## src/rtl/sipo_pkg.sv

```systemverilog
// rtl/sipo_pkg.sv - shared types, default width and clog2 helper for sipo_deser
package sipo_pkg;

   typedef enum logic {
      S_DATA = 1'b0,
      S_PAR  = 1'b1
   } state_t;

   localparam int SIPO_WIDTH = 8;

   function automatic int clog2(input int value);
      int result;
      result = 0;
      for (int i = 0; i < 31; i++) begin
         if ((1 << result) < value) result++;
      end
      return result;
   endfunction

endpackage

```

## src/rtl/sipo_outreg.sv

```systemverilog
// rtl/sipo_outreg.sv - 1-deep valid/ready output register with overrun pulse
module sipo_outreg #(
   parameter int WIDTH = 8
) (
   input  logic             clk,
   input  logic             n_rst,
   input  logic             load,
   input  logic [WIDTH-1:0] load_data,
   input  logic             load_perr,
   input  logic             ready,
   output logic             valid,
   output logic [WIDTH-1:0] data,
   output logic             perr,
   output logic             overrun
);

   logic can_load;

   // A held word may be replaced in the same cycle it is accepted.
   assign can_load = !valid || ready;

   always_ff @(posedge clk or negedge n_rst) begin
      if (!n_rst) begin
         valid   <= 1'b0;
         data    <= '0;
         perr    <= 1'b0;
         overrun <= 1'b0;
      end else begin
         overrun <= 1'b0;
         if (load && can_load) begin
            valid <= 1'b1;
            data  <= load_data;
            perr  <= load_perr;
         end else if (load) begin
            overrun <= 1'b1;
         end else if (ready) begin
            valid <= 1'b0;
         end
      end
   end

endmodule

```

## src/rtl/sipo_deser.sv

```systemverilog
// rtl/sipo_deser.sv - LSB-first serial-to-parallel deserializer
// Optional even-parity trailer bit enabled by SIPO_PARITY_EN.
module sipo_deser
   import sipo_pkg::*;
#(
   parameter int WIDTH = SIPO_WIDTH,
   parameter int CNT_W = clog2(WIDTH)
) (
   input  logic             clk,
   input  logic             n_rst,
   input  logic             din_valid,
   input  logic             din_d,
   input  logic             dout_ready,
   output logic             dout_valid,
   output logic [WIDTH-1:0] dout_data,
   output logic             dout_perr,
   output logic             overrun
);

   if (WIDTH < 2 || CNT_W != clog2(WIDTH)) begin : g_bad_param
      $error("sipo_deser: WIDTH must be >= 2 and CNT_W must equal clog2(WIDTH)");
   end

   state_t           state;
   state_t           state_nxt;
   logic [WIDTH-1:0] sh;
   logic [CNT_W-1:0] bit_cnt;
   logic             last_bit;
   logic             shift_en;
   logic             cnt_inc;
   logic             cnt_clr;
   logic             complete;
   logic [WIDTH-1:0] word;
   logic             word_perr;

   assign last_bit = (bit_cnt == CNT_W'(WIDTH - 1));

   always_ff @(posedge clk or negedge n_rst) begin
      if (!n_rst) state <= S_DATA;
      else        state <= state_nxt;
   end

   always_comb begin
      state_nxt = state;
`ifdef SIPO_PARITY_EN
      case (state)
         S_DATA:  if (din_valid && last_bit) state_nxt = S_PAR;
         S_PAR:   if (din_valid) state_nxt = S_DATA;
         default: state_nxt = S_DATA;
      endcase
`else
      state_nxt = S_DATA;
`endif
   end

   // The counter parks at WIDTH-1 while the parity bit is awaited.
   always_comb begin
      shift_en = 1'b0;
      cnt_inc  = 1'b0;
      cnt_clr  = 1'b0;
      complete = 1'b0;
      case (state)
         S_DATA: begin
            shift_en = din_valid;
            cnt_inc  = din_valid && !last_bit;
`ifndef SIPO_PARITY_EN
            cnt_clr  = din_valid && last_bit;
            complete = din_valid && last_bit;
`endif
         end
`ifdef SIPO_PARITY_EN
         S_PAR: begin
            cnt_clr  = din_valid;
            complete = din_valid;
         end
`endif
         default: ;
      endcase
   end

`ifdef SIPO_PARITY_EN
   assign word      = sh;
   assign word_perr = din_d ^ (^sh);
`else
   assign word      = {din_d, sh[WIDTH-1:1]};
   assign word_perr = 1'b0;
`endif

   always_ff @(posedge clk or negedge n_rst) begin
      if (!n_rst) begin
         sh      <= '0;
         bit_cnt <= '0;
      end else begin
         if (shift_en) sh <= {din_d, sh[WIDTH-1:1]};
         if (cnt_clr)      bit_cnt <= '0;
         else if (cnt_inc) bit_cnt <= bit_cnt + 1'b1;
      end
   end

   sipo_outreg #(
      .WIDTH(WIDTH)
   ) u_outreg (
      .clk       (clk),
      .n_rst     (n_rst),
      .load      (complete),
      .load_data (word),
      .load_perr (word_perr),
      .ready     (dout_ready),
      .valid     (dout_valid),
      .data      (dout_data),
      .perr      (dout_perr),
      .overrun   (overrun)
   );

endmodule

```

## config.mk

```make
export PLATFORM = sky130hd
export DESIGN_NAME = sipo_deser
export DESIGN_NICKNAME = d
export VERILOG_FILES = /design/src/rtl/sipo_pkg.sv /design/src/rtl/sipo_outreg.sv /design/src/rtl/sipo_deser.sv
export SDC_FILE = /design/constraint.sdc
export NUM_CORES = 1
export LEC_CHECK = 0
export ABC_AREA = 1
export BUFFER_PORTS_ARGS = -buffer_cell sky130_fd_sc_hd__clkbuf_2
export CORE_UTILIZATION = 56
export CTS_CLUSTER_SIZE = 10
export DETAILED_ROUTE_END_ITERATION = 6
export GPL_ROUTABILITY_DRIVEN = 1
export HOLD_SLACK_MARGIN = 0.1
export PLACE_DENSITY = 0.86
export SETUP_SLACK_MARGIN = 0.15
export SYNTH_ARGS = -nofsm -noshare
export SYNTH_HDL_FRONTEND = slang
export SYNTH_HIERARCHICAL = 1
export SYNTH_SLANG_ARGS = --single-unit
```

## constraint.sdc

```tcl
create_clock -name clk -period 2.28 [get_ports clk]
set_input_delay 0.114 -clock clk [delete_from_list [all_inputs] [get_ports clk]]
set_output_delay 0.114 -clock clk [all_outputs]
set_load 0.02 [all_outputs]
```

After elaboration in Yosys (flattened, before gate mapping)

Cells that the tools add are included.

Register bits after elaboration: 21
Bits of input ports: 5
Output and inout port bits: 11
Logic and storage cells: 24

Add/subtract/negate cells: 1
Equal/unequal tests: 2
Mux-type cells: 7
Reduce and logical (&&, ||, !) cells: 9

Operator list:

| kind                | number |
|---|---|
| $mux 3              | 2 |
| $mux 1              | 5 |
| $reduce_bool 2->1   | 2 |
| $add 3x1->3 const B | 1 |
| $eq 3x3->1 const B  | 1 |
| $logic_and 1x1->1   | 3 |
| $logic_not 1->1     | 2 |
| $ne 2x1->1 const B  | 1 |
| $reduce_and 2->1    | 1 |
| $logic_or 1x1->1    | 1 |

Depth between registers and ports, before layout

Depth after elaboration: 5
Gate-level depth with buffers: 7
Depth with buffers taken out: 7

Cells and area by module

The synthesis kept the hierarchy.

By module, submodules not included:

| module      | instances | cells an instance | area an instance (um2) | seq. area each (um2) |
|---|---|---|---|---|
| sipo_outreg | 1         | 46                | 437.9                  | 275.3 |
| sipo_deser  | 1         | 48                | 424.2                  | 250.2 |

Worst setup path after synthesis

No wires, ideal clock.

Path kind: reg-to-reg
From: reg bit_cnt[0]
To: reg u_outreg.data[1]
Library setup time: 117 ps
Arrival: 1,090 ps
Required time: 2,163 ps
Path slack: 1,073 ps
Stages on the path, launching flop included: 8
Buffers on the path: 1
Period minus slack after synthesis: 1,207 ps
Cell sequence: dfrtp_1 ha_1 ha_1 nand2_1 inv_1 buf_6 nand3_1 nand2_1

Longest elaborated chain between the ends: 3

Ends and longest elaborated chain:

| element                | RTL line          | RTL |
|---|---|---|
| from (decl)            | sipo_deser.sv:27  | `logic [CNT_W-1:0] bit_cnt;` |
| from (signal assigned) | sipo_deser.sv:96  | `else if (cnt_inc) bit_cnt <= bit_cnt + 1'b1;` |
| $eq 3x3->1             | sipo_deser.sv:36  | `assign last_bit = (bit_cnt == CNT_W'(WIDTH - 1));` |
| $logic_and 1x1->1      | n/a               |  |
| net cnt_clr            | sipo_deser.sv:31  | `logic cnt_clr;` |
| $logic_and 1x1->1      | sipo_outreg.sv:30 | `if (load && can_load) begin` |
| to (signal assigned)   | sipo_outreg.sv:32 | `data <= load_data;` |
| to (decl)              | sipo_outreg.sv:12 | `output logic [WIDTH-1:0] data,` |

The timed path passes the listed nets, and every way through them passes these cells.
A chain may end at the register's enable or synchronous reset.

Worst setup path in the final report

From: reg bit_cnt[0]
To: reg u_outreg.data[7]

Same word-level chain as after synthesis.

==> summary.txt <==
WORST SETUP PATH
-----------------------------------------------------------------------------------------------
Critical path destination                                                          u_outreg/data[7]
Required time of the worst setup path                                                   2.46 ns
Startpoint class of the critical path                                                  register
Timing startpoint of the critical path                                               bit_cnt[0]
Endpoint of the worst register-to-register path                                    u_outreg/data[7]
Reg-to-Reg Start                                                                     bit_cnt[0]
Classification of the worst setup path                                             register to register
Crit-path max FO                                                                             11
Worst reg2reg path depth                                                                      7
Category of the worst setup path capture point                                         register
Setup slack, reg-to-reg                                                                 0.85 ns
Crit path DAT                                                                           1.61 ns

LAYOUT
-----------------------------------------------------------------------------------------------
Count of filler cells inserted in the layout                                                102
Number of nets in the finished design                                                       120
Area added between synthesis and finish                                                  12.48%
Commonest cells after routing, fill and taps aside                                 sky130_fd_sc_hd__nand2_1 (43), sky130_fd_sc_hd__dfrtp_1 (21), sky130_fd_sc_hd__clkbuf_2 (15)
Non-filler instance count after layout                                                      127
Most common cell after layout, fill and taps aside                                 sky130_fd_sc_hd__nand2_1
Number of diodes added for antenna fixing                                                     0
Fraction of layout instances using a drive strength above 1                              19.64%

GRT
-----------------------------------------------------------------------------------------------
Pin count of the biggest net entering global routing                                         22
Overflow left after global routing                                                            0
First-pass GRT wire length                                                              2056 µm
Overall fraction of global-route tracks in use                                           19.29%
Number of global-route vias before repair                                                   452
Initial antenna violation count                                                               0

CLOCK TREE
-----------------------------------------------------------------------------------------------
H-tree level count                                                                            1
Clock tree from TritonCTS                                                                  done
Clock latency on the worst-skew pair                                                    0.28 ns
Root Buffer                                                                        sky130_fd_sc_hd__clkbuf_4
Clock buffer depth                                                                            2
TritonCTS Buffers                                                                             3
Sinks on Clock Net                                                                           21
Clock input transition at the sequential cells of the worst setup and hold paths        0.11 ns

SYNTH
-----------------------------------------------------------------------------------------------
Share of synthesized area occupied by flip-flops and latches                             60.96%
Count of unique library cells instantiated by Yosys                                          12
Syn avg cell area                                                                     9.171 µm²
Number of instances in the synthesized netlist                                               94
Post-synthesis instance area                                                          862.1 µm²
Net count after synthesis                                                                   101
YS warnings                                                                                   6
Number of flip-flops and latches in the synthesized netlist                                  21

ROUTING
-----------------------------------------------------------------------------------------------
Average vias per placed instance                                                          4.835
Starting DRC count in detailed routing                                                        9
Total number of vias                                                                        614
Routed wirelength normalized by instance count                                         10.84 µm
Routed WL                                                                               1377 µm
Antenna-violating nets left                                                                   0
Number of remaining DRC errors                                                                0
Number of detailed-routing iterations run before antenna repair                               2

PLACEMENT
-----------------------------------------------------------------------------------------------
Total placed cells including tap cells                                                      121
Half-perimeter wire length after detailed placement                                     1038 µm
Number of input and output port buffers inserted                                             15
Routability congestion estimate from global placement                                    0.7048

DIE
-----------------------------------------------------------------------------------------------
Chip height                                                                            41.24 µm
Core ar.                                                                           0.001366 mm²
Die width                                                                              41.24 µm
Starting density of the core                                                             63.10%
Count of standard-cell rows                                                                  13
Ports placed on the boundary                                                                 16
Full die area                                                                      0.001700 mm²

POWER AND IR DROP
-----------------------------------------------------------------------------------------------
Peak VDD IR                                                                           0.5109 mV
Final total power                                                                      993.8 µW
Leakage                                                                               0.5748 nW
Total power density per cell area                                                   1025 mW/mm²

STA
-----------------------------------------------------------------------------------------------
Maximum clock rate                                                                    699.4 MHz
Number of hold violations in the final report                                                 0
Final total negative setup slack                                                           0 ns
Final period demand of the worst path                                                  1.430 ns
Pins over their slew limit                                                                    0
Setup-failing EPs final                                                                       0
Worst slack on hold paths                                                             0.1713 ns
Period utilization                                                                       62.71%
Clock skew after layout                                                             0.001119 ns
RSZ-0062 raised after global routing                                                         no

FLOW RUN
-----------------------------------------------------------------------------------------------
Max Cap Violations                                                                            0

RUN STATUS
-----------------------------------------------------------------------------------------------
Status                                                                             finished clean

WORST HOLD PATH
-----------------------------------------------------------------------------------------------
Hold Crit Class                                                                    primary input to register

## Yosys cell counts, drive strengths merged
library cell	number	area [µm²]
nand2	45	173.9
inv	7	26.27
nand3	12	60.06
nor2	1	3.750
dfrtp	21	525.5
o21ai	2	10.00
ha	2	25.02
conb	1	3.750
buf	3	33.78
## power breakdown
| group | switching, mW | internal [mW] | total (mW) |
|---|---|---|---|
| Clock | 0.102 | 0.0650 | 0.167 |
| Combinational | 0.192 | 0.102 | 0.293 |
| Sequential | 0.0619 | 0.471 | 0.533 |
| Total | 0.356 | 0.638 | 0.994 |
## metrics by stage
step	util [%]	area (µm²)	setup WS [ns]
floorplan	-	862.1	1.073
finish	70.97	969.7	0.8501
detailed placement	67.49	922.1	0.8587
global placement	67.49	922.1	0.9360
CTS	70.97	969.7	0.8465
global route	70.97	969.7	0.7209
## timing repair
action / in CTS / in global routing
resized for setup: 0 / 0
endpoints found under the hold margin: 23 / 0
buffers inserted: 0 / 0
hold buffers: 2 / 0
endpoints found under the setup margin: 0 / 0
## worst max-delay path, stage by stage (launching register included)
cell and delay (ns):
sky130_fd_sc_hd__dfrtp_1 0.39, sky130_fd_sc_hd__ha_1 0.15, sky130_fd_sc_hd__ha_1 0.16, sky130_fd_sc_hd__nand2_1 0.05, sky130_fd_sc_hd__inv_1 0.24, sky130_fd_sc_hd__nand2_2 0.18
sky130_fd_sc_hd__nand2_1 0.10, sky130_fd_sc_hd__nand2_1 0.06
## registers in the layout, indices dropped and copies added, names as in the netlist
name,flops
u_outreg/perr,1
u_outreg/valid,1
bit_cnt,3
sh,7
u_outreg/overrun,1
u_outreg/data,8
## worst min path at each step
| stage | slack (ns) | cells after the start | end | startpoint |
|---|---|---|---|---|
| 4_1_cts | 0.16 | 3 | sh[4] | din_valid |
| 3_5_place_dp | 0.11 | 1 | u_outreg/data[1] | n_rst |
| 6_report | 0.17 | 3 | sh[1] | din_valid |
| 3_3_place_gp | 0.1 | 1 | u_outreg/data[1] | n_rst |
| 5_1_grt | 0.16 | 3 | sh[5] | din_valid |
| 2_1_floorplan | -0.18 | 0 | bit_cnt[0] | n_rst |
## routing by layer
metal	routed length (µm)	up-vias	global-route usage, %
li1	-	324	-
met1	680	278	27.43
met2	648	10	28.13
met3	36	2	4.891
met4	11	0	7.258
met5	0	-	0
## kinds of logic after synthesis
logic type | Yosys count | synth area share (%)
DFF | 21 | 60.96
buffers and inverters | 10 | 6.966
adders and majority gates | 2 | 2.902
AOI/OAI and AO/OA | 2 | 1.160
other | 1 | 0.4350
and+or+nand+nor | 58 | 27.58
## layout make-up
| type | instances | area, µm² | area share (%) |
|---|---|---|---|
| multi-input cells | 63 | 276.5 | 28.52 |
| clock inverters | 1 | 5.005 | 0.5161 |
| flip-flops and latches | 21 | 525.5 | 54.19 |
| well taps | 15 | 18.77 | 1.935 |
| inverters | 7 | 26.28 | 2.710 |
| repair buffers | 17 | 95.09 | 9.806 |
| clock buffers | 3 | 22.52 | 2.323 |
Power figures use the tool's default switching activity.
